## src/rtl/dmem_arbiter.sv

```systemverilog
`default_nettype none
// ---------------------------------------------------------------------------
// Module   : dmem_arbiter
// Function : round-robin two-port sequencer for a shared synchronous data RAM
// Revision : 1.0
// ---------------------------------------------------------------------------
module dmem_arbiter #(
  parameter int ADDR_W = 10,
  parameter int DATA_W = 32,
  parameter int DEPTH  = 1024
) (
  input  logic              clk_i,
  input  logic              reset_i,
  input  logic              req0_i,
  input  logic              req1_i,
  input  logic              write0_i,
  input  logic              write1_i,
  input  logic [ADDR_W-1:0] address0_i,
  input  logic [ADDR_W-1:0] address1_i,
  input  logic [DATA_W-1:0] data_in0_i,
  input  logic [DATA_W-1:0] data_in1_i,
  output logic              grant0_o,
  output logic              grant1_o,
  output logic              valid0_o,
  output logic              valid1_o,
  output logic              err0_o,
  output logic              err1_o,
  output logic [DATA_W-1:0] data_out0_o,
  output logic [DATA_W-1:0] data_out1_o,
  output logic              mem_en_o,
  output logic              mem_write_o,
  output logic [ADDR_W-1:0] mem_address_o,
  output logic [DATA_W-1:0] mem_data_in_o,
  input  logic [DATA_W-1:0] mem_data_out_i
);

  typedef enum logic [1:0] {
    IDLE  = 2'd0,
    ISSUE = 2'd1,
    DONE  = 2'd2
  } state_e;

  localparam int AW1 = ADDR_W + 1;
  localparam logic [ADDR_W:0] DEPTH_C = AW1'(DEPTH);

  state_e              state_q;
  logic                last_grant_q;
  logic                cmd_port_q;
  logic                cmd_write_q;
  logic [ADDR_W-1:0]   cmd_addr_q;
  logic [DATA_W-1:0]   cmd_data_q;
  logic                cmd_oor_q;

  logic                win_d;
  logic                write_d;
  logic [ADDR_W-1:0]   addr_d;
  logic [DATA_W-1:0]   data_d;
  logic                oor_d;

  // On a tie the port that did not win last time takes the slot.
  always_comb begin
    win_d = 1'b0;
    if (req0_i && req1_i) begin
      win_d = ~last_grant_q;
    end else if (req1_i) begin
      win_d = 1'b1;
    end
    write_d = win_d ? write1_i   : write0_i;
    addr_d  = win_d ? address1_i : address0_i;
    data_d  = win_d ? data_in1_i : data_in0_i;
    oor_d   = ({1'b0, addr_d} >= DEPTH_C);
  end

  always_ff @(posedge clk_i) begin
    if (reset_i) begin
      state_q      <= IDLE;
      last_grant_q <= 1'b1;
      cmd_port_q   <= 1'b0;
      cmd_write_q  <= 1'b0;
      cmd_addr_q   <= '0;
      cmd_data_q   <= '0;
      cmd_oor_q    <= 1'b0;
    end else begin
      case (state_q)
        IDLE: begin
          if (req0_i || req1_i) begin
            state_q      <= ISSUE;
            last_grant_q <= win_d;
            cmd_port_q   <= win_d;
            cmd_write_q  <= write_d;
            cmd_addr_q   <= addr_d;
            cmd_data_q   <= data_d;
            cmd_oor_q    <= oor_d;
          end
        end
        ISSUE:   state_q <= DONE;
        DONE:    state_q <= IDLE;
        default: state_q <= IDLE;
      endcase
    end
  end

  // Reset gates the strobes so an in-flight command never reaches the RAM.
  logic issue_act;
  logic done_act;
  logic rd_ok;

  assign issue_act = (state_q == ISSUE) && !reset_i;
  assign done_act  = (state_q == DONE)  && !reset_i;
  assign rd_ok     = done_act && !cmd_write_q && !cmd_oor_q;

  assign grant0_o      = issue_act && !cmd_port_q;
  assign grant1_o      = issue_act &&  cmd_port_q;
  assign mem_en_o      = issue_act && !cmd_oor_q;
  assign mem_write_o   = mem_en_o && cmd_write_q;
  assign mem_address_o = mem_en_o ? cmd_addr_q : '0;
  assign mem_data_in_o = mem_en_o ? cmd_data_q : '0;

  assign valid0_o    = done_act && !cmd_port_q;
  assign valid1_o    = done_act &&  cmd_port_q;
  assign err0_o      = valid0_o && cmd_oor_q;
  assign err1_o      = valid1_o && cmd_oor_q;
  assign data_out0_o = (rd_ok && !cmd_port_q) ? mem_data_out_i : '0;
  assign data_out1_o = (rd_ok &&  cmd_port_q) ? mem_data_out_i : '0;

endmodule
`default_nettype wire

```

## config.mk

```make
export PLATFORM = sky130hd
export DESIGN_NAME = dmem_arbiter
export DESIGN_NICKNAME = d
export VERILOG_FILES = /design/src/rtl/dmem_arbiter.sv
export SDC_FILE = /design/constraint.sdc
export NUM_CORES = 1
export LEC_CHECK = 0
export CAP_MARGIN = 20
export CORE_UTILIZATION = 31
export DETAILED_ROUTE_END_ITERATION = 8
export PLACE_DENSITY = 0.78
export SETUP_SLACK_MARGIN = 0.3
export SYNTH_ARGS = -nofsm -noshare
export SYNTH_HDL_FRONTEND = slang
export SYNTH_SLANG_ARGS = --single-unit
```

## constraint.sdc

```tcl
create_clock -name clk_i -period 1.5 [get_ports clk_i]
set_input_delay 0.225 -clock clk_i [delete_from_list [all_inputs] [get_ports clk_i]]
set_output_delay 0.225 -clock clk_i [all_outputs]
set_load 0.005 [all_outputs]
```

# Word level (Yosys, flattened, before mapping)
# Cells that the tools add are included.
# word_totals
input_bits	122
out_inout_bits	114
word_cells	38
ff_bits	47
# op_classes
bitwise	1
muxes	11
n_eq_ne	3
n_reduce_logical	17
# op_table
cell	count
32-bit 2-to-1 mux	4
10-bit 2-to-1 mux	2
1-bit logical AND	11
2-bit case mux with 2 select lines	1
1-bit zero test	3
1-bit 2-to-1 mux	3
2-bit by 1-bit == test with 1-bit output, second input constant	1
2-bit == test, second input constant	1
2-bit zero test	1
2-bit 2-to-1 mux	1
2-bit inequality test, second input constant	1
2-bit AND reduction	1
1-bit logical OR	1
1-bit NOT	1

# Longest topological paths before layout
# depth
word_depth	5
ltp_mapped	6
ltp_nobuf	3

# Worst setup path before layout
# Ideal clock, no wire load.
# synth_timing
path_kind	reg-to-output
startpoint	register state_q[1]
endpoint	output port data_out1_o[10]
arrival_time_ps	1256
slack_ps	19
t_required_ps	1275
stages_incl_launch_ff	5
n_path_buf	1
cell_sequence	dfxtp_1 or3b_4 nor3_4 clkbuf_2 and2_1
# synth_between
elab_chain_len	5
# synth_rtl
item	line_no	source
start: declaration	46	state_e state_q;
start signal: assignment	76	state_q <= IDLE;
start signal: assignment	87	state_q <= ISSUE;
start signal: assignment	96	ISSUE: state_q <= DONE;
2-bit == test	109	assign done_act = (state_q == DONE) && !reset_i;
1-bit logical AND	109	
1-bit logical AND	110	assign rd_ok = done_act && !cmd_write_q && !cmd_oor_q;
1-bit logical AND	124	assign data_out1_o = (rd_ok && cmd_port_q) ? mem_data_out_i : '0;
32-bit 2-to-1 mux	124	
end: declaration	29	output logic [DATA_W-1:0] data_out1_o,
# No other way between the ends.

# Worst setup path in the final report
# layout_timing
startpoint	register state_q[1]
endpoint	output port data_out0_o[14]
# layout_between
elab_chain_len	5
# layout_rtl
item	line_no	source
2-bit == test	109	
1-bit logical AND	109	
1-bit logical AND	110	
1-bit logical AND	123	assign data_out0_o = (rd_ok && !cmd_port_q) ? mem_data_out_i : '0;
32-bit 2-to-1 mux	123	
end: declaration	28	output logic [DATA_W-1:0] data_out0_o,
# No other way between the ends.

==> results.cfg <==
[clock_tree]
cts_hold_buf = 0
cts_tree = done
htreeDepth = 2
cts_root_buf = clkbuf_8
clock-sinks = 47
tritoncts.num_buffers = 5
clock_path_buffers = 2
clock_latency_ns = 0.30
path_clk_slew_ns = 0.09

[global_route]
grt_pass1_vias = 4110
grt_usage = 0.261
grt_overflow = 0
grt_max_degree = 48
antenna_found_initial = 2
grt_pass1_wl_mm = 20.9

[drt]
vias = 4039
ant_nets = 0
drt_wl_total_mm = 15.2
first_pass_iters = 5
drc = 0
viasPerCell = 5.00
wire_per_inst_um = 18.8
drtIter0Drc = 146

[logic_synthesis]
synth_compound_area_frac = 0.277
ys_ff_latch = 47
synthSimpleGateAreaFrac = 0.351
ys_types = 28
avgSynthCellArea_um2 = 8.08
yosys_warnings = 0
yosys.area_share.xor_xnor = 0
synthAdderAreaFrac = 0
netlist_area_mm2 = 0.00316
synthMuxAreaShare = 0
synthCells = 391
synth_top_family_by_area = simple AND/OR/NAND/NOR gates
yosysSeqAreaShare = 0.298

[critical_path]
critPathKind = register to primary output
required_ns = 1.27
cp-end-kind = primary output
crit_path_max_fanout = 8
arrival_ns = 1.82
critPathLaunchType = register

[power]
ir_drop_mv = 0.351
p_leak_uw = 0.00306
pwr_density_cell_mw_per_mm2 = 591

[sta]
rsz0062_at_grt = yes
slew_headroom = 0.459
fmax_ghz = 0.489
fin_crit_sh = 1.36
setup_violations = 112
fin_skew_ns = 0.00344
tns_ns = -46.68
final-max-slew-violation-count = 0
hold_violations = 0
fin_crit_ns = 2.05
setup_ws_ns = -0.546
tightestPinTransition_ns = 0.812

[status]
violations = negative setup slack
outcome = finished with violations

[finish]
fin_nets = 794
fin_cells = 808
syn_to_final_growth_pct = 125
drive_above_1_share = 0.513

[min_path]
hold_path_class = input pin to register

[placed_design]
io_buffers = 233
dp_cells = 743
dp_hpwl_mm = 8.82
routabilityCongestion = 0.747

[floorplan]
die_area_mm2 = 0.0106
die_x_um = 103
core_area_mm2 = 0.00982
initial_core_util = 0.322
ios = 236
num_rows = 36
chipHeight_um = 103

[flow_run]
max_cap_viol_count = 0
-- cells by family (layout without fill, tap and decap cells) --
kind of cell | count (synthesis) | count (layout)
AO/OA/AOI/OAI | 92 | 92
buffers and inverters | 43 | 324
other | 1 | 4
AND/OR/NAND/NOR | 208 | 208
flip-flops | 47 | 47
-- where the power goes --
group	internal, uW	switching [uW]	leakage, uW
Combinational	1110	760	0.00262
Clock	422	429	0.0000515
Sequential	1400	84.3	0.000391
Total	2930	1270	0.00306
-- sequential cells by signal, summed over array words and instances, names as in the netlist --
register / flops
cmd_data_q: 32
last_grant_q: 1
cmd_port_q: 1
cmd_addr_q: 10
state_q: 2
cmd_write_q: 1
-- cells in the mapped netlist --
library cell  count  area share
nand3_1           1      0.0016
nor2b_1           1      0.0020
nand2_1          87        0.10
a21boi_2          1      0.0036
conb_1            1      0.0012
a21oi_1          44       0.070
clkbuf_1         20       0.024
a311oi_2         38        0.18
nor2_1            3      0.0036
buf_6             6       0.021
buf_2             5      0.0079
a21bo_2           1      0.0032
buf_1             1      0.0012
dfxtp_1          47        0.30
and2_4            1      0.0028
o21ai_0           1      0.0016
and2_1          109        0.22
nor3b_1           1      0.0024
clkbuf_2          6      0.0095
a31oi_1           1      0.0020
or2_1             1      0.0020
buf_4             3      0.0071
nor3b_2           1      0.0040
inv_1             2      0.0024
or3b_4            1      0.0036
nor3_4            2       0.010
a311oi_1          5       0.014
a21o_1            1      0.0024
-- metal layers --
layer  global-route usage  vias up  wire length (um)
li1                     -     1896                 -
met1                0.273     1891              5550
met2                0.496      204              7990
met3               0.0427       48               978
met4                0.144        0               670
met5                    0        -                 0
-- worst max-delay path, stage by stage (launching register included) --
cell and delay [ns]:
dfxtp_2 0.33, or3b_4 0.41, nor3_4 0.15, buf_4 0.14
buf_6 0.11, clkbuf_16 0.14, and2_4 0.14, buf_6 0.09
-- what timing repair did --
item                                   CTS  global route
buffers inserted                        27             6
pin swaps                               26            39
endpoints found under the hold margin    0             0
setup endpoints to repair              158           158
gates resized for setup                493           140
gates cloned                            16             6
-- layout make-up --
type                    count  area (um2)
clock buffers               8         100
multi-input cells         302        2330
flip-flops and latches     47         947
diodes                      2        5.00
well taps                 133         166
inverters                   2        7.51
fillers                   700        2710
repair buffers            314        3560
-- stage by stage --
step / hold slack, ns / total power, uW / util / instance area, um2 / worst slack, ns
after global routing: 0.515 / 4410 / 0.724 / 7110 / -0.624
after floorplan: 0.364 / 2140 / - / 3190 / 0.0520
final: 0.511 / 4200 / 0.724 / 7110 / -0.546
after CTS: 0.490 / 4050 / 0.663 / 6510 / -0.629
after detailed placement: 0.510 / 2760 / 0.586 / 5750 / -0.487
after global placement: 0.503 / 2720 / 0.586 / 5750 / -0.470
-- layout by cell type (no fill, tap or decap), types with 2 or more instances in the layout --
master and n:
a21oi_2 4, nand2_4 2, clkdlybuf4s15_2 19, clkbuf_8 7, buf_4 21, clkdlybuf4s50_1 118
dfxtp_1 44, buf_16 15, dfxtp_2 2, nor3_4 2, a21oi_1 39, inv_1 2
clkbuf_16 5, buf_12 16, a311oi_2 43, and2_1 31, buf_2 36, nand2_1 85
buf_6 80, conb_1 2, diode_2 2, and2_4 79, dlygate4sd2_1 2
-- final timing paths --
check | startpoint | endpoint | slack [ns] | cells after the start
hold / removal | address0_i[1] | cmd_addr_q[1] | 0.51 | 3
setup reg to reg | state_q[0] | cmd_data_q[5] | 0.02 | 8
setup / recovery | state_q[1] | data_out0_o[14] | -0.55 | 7
hold reg to reg | cmd_data_q[22] | cmd_data_q[22] | 0.51 | 2
Note: power is estimated with default switching activity, not from simulation.
